$ cat config.mk
export PLATFORM = sky130hd
export DESIGN_NAME = irq_ctrl
export DESIGN_NICKNAME = d
export VERILOG_FILES = /design/src/rtl/irq_ctrl.sv
export SDC_FILE = /design/constraint.sdc
export NUM_CORES = 1
export LEC_CHECK = 0
export ABC_AREA = 1
export BUFFER_PORTS_ARGS = -buffer_cell sky130_fd_sc_hd__buf_4
export CAP_MARGIN = 40
export CORE_ASPECT_RATIO = 1.4
export CORE_MARGIN = 4
export CORE_UTILIZATION = 48
export CTS_BUF_LIST = sky130_fd_sc_hd__clkbuf_4
export DETAILED_ROUTE_END_ITERATION = 8
export HOLD_SLACK_MARGIN = 0.08
export MAX_ROUTING_LAYER = met4
export PLACE_DENSITY = 0.76
export SETUP_SLACK_MARGIN = 0.05
export SYNTH_ARGS = -nofsm -noshare
export SYNTH_HDL_FRONTEND = slang
export SYNTH_SLANG_ARGS = --single-unit
export TNS_END_PERCENT = 50
$ cat constraint.sdc
create_clock -name clk -period 2 [get_ports clk]
set_input_delay 0.2 -clock clk [delete_from_list [all_inputs] [get_ports clk]]
set_output_delay 0.2 -clock clk [all_outputs]
set_load 0.01 [all_outputs]
$ cat src/rtl/irq_ctrl.sv
// Interrupt controller: edge/level sources, per-source enable, fixed index priority,
// claim/complete nesting. Define IRQC_SYNC_EN to add a 2-flop synchronizer on src.
module irq_ctrl #(
  parameter int N_SRC = 8
) (
  input  logic             clk,
  input  logic             rst,
  input  logic             bus_write,
  input  logic             bus_read,
  input  logic [5:0]       addr_word,
  input  logic [31:0]      wdata,
  output logic [31:0]      rdata,
  input  logic [N_SRC-1:0] src,
  output logic             irq
);

  localparam logic [5:0] A_PENDING   = 6'h0;
  localparam logic [5:0] A_ENABLE    = 6'h1;
  localparam logic [5:0] A_EDGE      = 6'h2;
  localparam logic [5:0] A_CLAIM     = 6'h3;
  localparam logic [5:0] A_INSERVICE = 6'h4;
  localparam logic [5:0] A_RAW       = 6'h5;
  localparam logic [5:0] A_FORCE     = 6'h6;

  logic [N_SRC-1:0] src_s;

`ifdef IRQC_SYNC_EN
  logic [N_SRC-1:0] sync1_q, sync2_q;

  always_ff @(posedge clk) begin
    if (rst) begin
      sync1_q <= '0;
      sync2_q <= '0;
    end else begin
      sync1_q <= src;
      sync2_q <= sync1_q;
    end
  end

  assign src_s = sync2_q;
`else
  assign src_s = src;
`endif

  logic [N_SRC-1:0] src_prev_q, latch_q, latch_d, enable_q, edge_q, insvc_q, insvc_d;
  logic [N_SRC-1:0] pending, cand;
  logic [4:0]       best_idx, top_idx, cmpl_id;
  logic             cand_any, claim, complete, wr_pend, wr_force, irq_q, irq_d;
  logic             unused_wdata;

  assign unused_wdata = ^wdata[31:N_SRC];

  assign wr_pend  = bus_write && (addr_word == A_PENDING);
  assign wr_force = bus_write && (addr_word == A_FORCE);
  assign complete = bus_write && (addr_word == A_CLAIM);
  assign cmpl_id  = wdata[4:0];
  assign cand     = pending & enable_q & ~insvc_q;
  assign cand_any = |cand;
  assign claim    = bus_read && (addr_word == A_CLAIM) && cand_any;

  // Per-source latch and in-service update; a set always beats a clear on the same edge.
  generate
    for (genvar gi = 0; gi < N_SRC; gi++) begin : g_src
      logic set_b, clr_b;
      assign pending[gi] = edge_q[gi] ? latch_q[gi] : src_s[gi];
      assign set_b = edge_q[gi] & ((src_s[gi] & ~src_prev_q[gi]) | (wr_force & wdata[gi]));
      assign clr_b = edge_q[gi] & ((claim & (best_idx == 5'(gi))) | (wr_pend & wdata[gi]));
      assign latch_d[gi] = set_b | (latch_q[gi] & ~clr_b);
      assign insvc_d[gi] = (claim & (best_idx == 5'(gi))) |
                           (insvc_q[gi] & ~(complete & (cmpl_id == 5'(gi + 1))));
    end
  endgenerate

  always_comb begin
    best_idx = '0;
    top_idx  = '0;
    for (int i = N_SRC - 1; i >= 0; i--) begin
      if (cand[i])    best_idx = 5'(i);
      if (insvc_q[i]) top_idx  = 5'(i);
    end
  end

  assign irq_d = cand_any && ((insvc_q == '0) || (best_idx < top_idx));

  always_ff @(posedge clk) begin
    if (rst) begin
      src_prev_q <= '0;
      latch_q    <= '0;
      enable_q   <= '0;
      edge_q     <= '0;
      insvc_q    <= '0;
      irq_q      <= 1'b0;
    end else begin
      src_prev_q <= src_s;
      latch_q    <= latch_d;
      insvc_q    <= insvc_d;
      irq_q      <= irq_d;
      if (bus_write && (addr_word == A_ENABLE)) enable_q <= wdata[N_SRC-1:0];
      if (bus_write && (addr_word == A_EDGE))   edge_q   <= wdata[N_SRC-1:0];
    end
  end

  assign irq = irq_q;

  always_comb begin
    rdata = '0;
    if (bus_read) begin
      case (addr_word)
        A_PENDING:   rdata = 32'(pending);
        A_ENABLE:    rdata = 32'(enable_q);
        A_EDGE:      rdata = 32'(edge_q);
        A_CLAIM:     rdata = cand_any ? ({27'd0, best_idx} + 32'd1) : 32'd0;
        A_INSERVICE: rdata = 32'(insvc_q);
        A_RAW:       rdata = 32'(src_s);
        default:     rdata = '0;
      endcase
    end
  end

endmodule

=== Word level (Yosys, flattened, before mapping) ===
Cells that the tools add are included.

* Reduce and logical (&&, ||, !) cells: 13
* Divide/modulo/power cells: 0
* Shift-type cells: 0
* Multiply operators: 0
* Bitwise operators: 131
* Mux-type cells: 27
* Magnitude comparators: 1
* Equality and inequality tests: 21
* Add/subtract/negate cells: 1

{| class="wikitable"
|+ Operators by type and width
! cell !! count
|-
| 1-bit AND || 72
|-
| 5-bit 2-to-1 mux || 14
|-
| 8-bit case mux with 6 select lines || 1
|-
| 5-bit by 3-bit == test with 1-bit output, second input constant || 8
|-
| 1-bit OR || 32
|-
| 1-bit inverter || 24
|-
| 5-bit by 2-bit == test with 1-bit output, second input constant || 4
|-
| 6-bit by 3-bit == test with 1-bit output, second input constant || 3
|-
| 8-bit AND || 2
|-
| 6-bit by 2-bit == test with 1-bit output, second input constant || 2
|-
| 5-bit by 1-bit == test with 1-bit output, second input constant || 2
|-
| 1-bit logical AND || 8
|-
| 8-bit logical NOT || 1
|-
| 1-bit 2-to-1 mux || 8
|-
| 8-bit 2-to-1 mux || 1
|-
| 8-bit inverter || 1
|-
| 8-bit OR reduction || 1
|-
| 5-bit by 1-bit adder with 6-bit output, second input constant || 1
|-
| 6-bit by 1-bit == test with 1-bit output, second input constant || 1
|-
| 6-bit logical NOT || 1
|-
| 3-bit 2-to-1 mux || 2
|-
| 6-bit 2-to-1 mux || 1
|-
| 5-bit by 4-bit == test with 1-bit output, second input constant || 1
|-
| 5-bit logical NOT || 1
|-
| 2 further kinds || 2
|}

* Bits of input ports: 50
* Memories: 0
* Memory bits (writable): 0
* Memory bits (read-only): 0
* Word-level logic and storage cells: 200
* Bits in latches: 0
* Output and inout bits: 33
* Bits in registers: 41

=== Depth between registers and ports, before layout ===
* Word-level depth: 18
* Mapped depth: 19
* Depth with buffers taken out: 19

=== Worst setup path after synthesis ===
No wires, ideal clock.

* Path type: register -> output
* Start point: register edge_q[7]
* End point: output port rdata[1]
* Arrival: 1.911 ns
* Data required time: 1.800 ns
* Buffers on the path: 0
* Cell stages (with the launch flop): 16
* Slack: -0.111 ns
* Path through: dfxtp_1 > inv_1 > nand2_1 > nand2_1 > nor2_2 > inv_1 > nand2_1 > inv_1 > nor2_1 > inv_1 > a21oi_1 > inv_1 > ha_1 > inv_1 > nand2_1 > a21oi_1

* Cells in the longest elaborated chain, start to end: 15
* Elaborated cells between the ends (all ways): 16
* Those cells by class: add/sub (1); mux (12); bitwise (2); reduce/logical (1)

{| class="wikitable"
|+ Ends and longest elaborated chain
! item !! RTL line !! source
|-
| from (decl) || 45 || <nowiki>logic [N_SRC-1:0] src_prev_q, latch_q, latch_d, enable_q, edge_q, insvc_q, insvc_d;</nowiki>
|-
| from (signal assigned) || 99 || <nowiki>if (bus_write && (addr_word == A_EDGE)) edge_q <= wdata[N_SRC-1:0];</nowiki>
|-
| 1-bit 2-to-1 mux (*) || 65 || <nowiki>assign pending[gi] = edge_q[gi] ? latch_q[gi] : src_s[gi];</nowiki>
|-
| 8-bit AND (*) (2 in a row) || 57 || <nowiki>assign cand = pending & enable_q & ~insvc_q;</nowiki>
|-
| 3-bit 2-to-1 mux || 78 || <nowiki>if (cand[i]) best_idx = 5'(i);</nowiki>
|-
| 5-bit 2-to-1 mux (7 in a row) || 78 ||
|-
| 5-bit by 1-bit adder with 6-bit output || 112 || <nowiki>A_CLAIM: rdata = cand_any ? ({27'd0, best_idx} + 32'd1) : 32'd0;</nowiki>
|-
| 6-bit 2-to-1 mux (*) || 112 ||
|-
| 8-bit case mux with 6 select lines (*) || 108 || <nowiki>case (addr_word)</nowiki>
|-
| 8-bit 2-to-1 mux (*) || 107 || <nowiki>if (bus_read) begin</nowiki>
|-
| to (decl) || 12 || <nowiki>output logic [31:0] rdata,</nowiki>
|}

Every way passes the cells marked *; elsewhere a longest branch is shown, timed or not.

=== Worst setup path in the final report ===
* Start point: register edge_q[7]
* End point: output port rdata[2]

The elaborated chain is that of the path after synthesis.

==> qor.yml <==
status: "finished, violations left"
violations: "setup timing"
dr.pass1.iters: 4
pwr-share-clk_pct: 34.8
layoutNonFillerInstCount: 564
required_ns: 1.80
synth_xor_area_share_pct: 0
grt_util_all_layers_pct: 24.63
synth-adder-area-share_pct: 3.728
tightest_slew_ns: 0.5372
rsz0062_at_grt: "true"
power_leakage_uw: 0.001638
combPwrFrac_pct: 13.6
hold_ws_ns: 0.1238
min-delay-start: "wdata[5]"
num_vias: 2950
min_to: "enable_q[5]"
ir_drop_v: 0.0006552
yosysWarnings: 0
post-route-min-period_ns: 2.446
worst-r2r-cell-count: 21
grt_pass1_wl_um: 12840
routed_wl_um: 8285
syn-cell-area_um2: 2685
cap_violations: 0
clock-sinks: 41
io_buffer_count: 34
hold_path_depth: 3
synth_top_area_share_pct: 30.57
ios: 83
timing.reg2reg.setup_slack_ns: -0.26
yosys.area_share.simple_pct: 24.79
reg2reg_to: "latch_q[0]"
critical_path_class: "reg2out"
layout-drive-gt1-share_pct: 33.87
setup_viol: 13
row_count: 32
seq_power_share_pct: 51.6
initial_utilization_pct: 48.95
antenna_found_initial: 0
synth_seq_cells: 41
synth_cell_types: 36
synth_top_cell_by_area: "dfxtp_1"
area_delta_synth_final_pct: 34.81
total_power_uw: 1615
hold_path_class: "in2reg"
wire_per_inst_um: 14.69
fmax_mhz: 408.8
final_hold_viol_count: 0
finalMaxSlewViolations: 0
grt_pass1_vias: 2739
die-width_um: 71.21
ys_seq_area_share_pct: 30.57
clock_latency_ns: 0.36
drc: 0
fin_skew_ns: 0.01862
p_int_uw: 1180
final_util_pct: 65.99
die_h_um: 96.50
end_kind: "output port"
synth_top_family_by_area: "simple AND/OR/NAND/NOR gates"
cp_data_arrival_time_ns: 2.25
gp_congestion: 0.9862
p_per_area_nw_per_um2: 446.3
pre_cts_slack_ns: -0.1686
hpwl_um: 6041
grt_overflow: 0
clkTransAtPathRegs_ns: 0.14
die-area_um2: 6871
critPathLaunchType: "flop"
reg2reg_from: "edge_q[7]"
synth_common_cells: "nand2_1 (91), inv_1 (56), a21oi_1 (49), dfxtp_1 (41), o21ai_0 (29)"
fin_ws_ns: -0.4462
numCtsBuffers: 5
syn_inst: 401
synth.area.top_cells: "dfxtp_1 (31%), nand2_1 (13%), a21oi_1 (9.1%)"
slew_headroom_pct: 64.09
clockRootBuffer: "clkbuf_4"
core_area_um2: 5485
synth.most_common_cell: "nand2_1"
synth-edff-count: 0
fin_nets: 553
n_fill_cell: 476
clock_path_buffers: 2
switching_share_pct: 26.98
place_inst: 543
avgSynthCellArea_um2: 6.696
drtIter0Drc: 177
synth_flop_cell: "dfxtp_1"
viasPerCell: 5.230
fin_crit_sh_pct: 122.3
cts.htree.levels: 2
grt_start_max_net_pins: 26
cts_tree: "done"
synth_compound_area_share_pct: 24.14
synth.area.mux_share_pct: 0
crit_fanout: 4
num_antenna_cells: 0
synthArstFlopShare_pct: 0
postRouteAntennaNets: 0
switching_power_uw: 435.8
==> area by class of cell <==
class                   instances  area (µm²)  share of cell area, %
clock inverters                 3       46.29                  1.279
flip-flops and latches         41       828.3                  22.88
inverters                      60       225.2                  6.222
well taps                      68       85.08                  2.351
repair buffers                 95       725.7                  20.05
multi-input cells             292        1672                  46.18
clock buffers                   5       37.54                  1.037
==> worst max-delay path by stage <==
stage,to,start,slack [ns],cells past startpoint
2_1_floorplan,rdata[2],edge_q[5],0.07,10
3_3_place_gp,rdata[2],edge_q[7],-0.17,15
3_5_place_dp,rdata[2],edge_q[7],-0.17,15
4_1_cts,rdata[2],edge_q[7],-0.46,15
5_1_grt,rdata[2],edge_q[6],-0.55,15
6_report,rdata[2],edge_q[7],-0.45,15
==> flip-flops by register name, summed over array words and instances (netlist names) <==
name / cells
edge_q: 8
irq: 1
latch_q: 8
enable_q: 8
insvc_q: 8
src_prev_q: 8
==> cell families after synthesis <==
logic type | Yosys count
flops | 41
other cells | 1
fa+ha+maj | 8
simple gates | 146
buf+inv | 91
compound gates | 114
==> timing repair <==
item,in CTS,in global routing
endpoints found under the hold margin,2,0
setup buffers,11,2
pin swaps,15,16
setup endpoints to repair,19,21
hold buffers,2,0
resized for setup,25,25
==> layout by cell type, fill, tap and decap left out, types with 5 or more instances in the layout <==
| master | synthesis | final |
|---|---|---|
| nor2_4 | 6 | 8 |
| nand4_1 | 7 | 7 |
| buf_4 | 26 | 91 |
| dfxtp_2 | 0 | 6 |
| dfxtp_1 | 41 | 35 |
| nor2_1 | 25 | 23 |
| a21oi_2 | 4 | 10 |
| nand2_2 | 3 | 16 |
| o21ai_0 | 29 | 28 |
| clkbuf_4 | 0 | 5 |
| nand3_1 | 7 | 6 |
| inv_1 | 56 | 51 |
| conb_1 | 1 | 24 |
| a21oi_1 | 49 | 41 |
| inv_2 | 3 | 8 |
| o22ai_1 | 11 | 11 |
| o21ai_1 | 8 | 8 |
| nand2_1 | 91 | 77 |
==> layer usage <==
layer / track usage, % / up-vias / share of wire [%]
met1: 28.64 / 1372 / 39
met5: - / - / 0
met4: 12.54 / 0 / 3.8
met2: 42.18 / 99 / 51
li1: - / 1452 / -
met3: 2.381 / 27 / 5.8
==> critical path, cell delays in order, from the launching register on <==
cell and delay, ns:
dfxtp_2 0.38, inv_1 0.04, nand2_1 0.07, nand2_2 0.07
nor2_4 0.11, inv_2 0.05, nand2_2 0.06, inv_2 0.05
nor2_4 0.11, inv_2 0.05, a21oi_4 0.14, ha_2 0.22
ha_4 0.20, nand2_2 0.07, a41oi_2 0.09, buf_4 0.16
==> per-stage QoR <==
step	area (µm²)	TNS [ns]
detailed placement	3262	-0.9448
floorplan	2783	0
global route	3620	-4.892
CTS	3530	-2.522
global placement	3262	-0.7787
finish	3620	-2.925
==> power groups by stage <==
stage               sequential, µW  combinational [µW]  clock [µW]
global route                   834                 242         597
CTS                            833                 212         568
detailed placement             851                 200           0
finish                         833                 220         562
global placement               851                 196           0
floorplan                      851                 141           0
No activity file was read; power rests on OpenSTA's default activity.
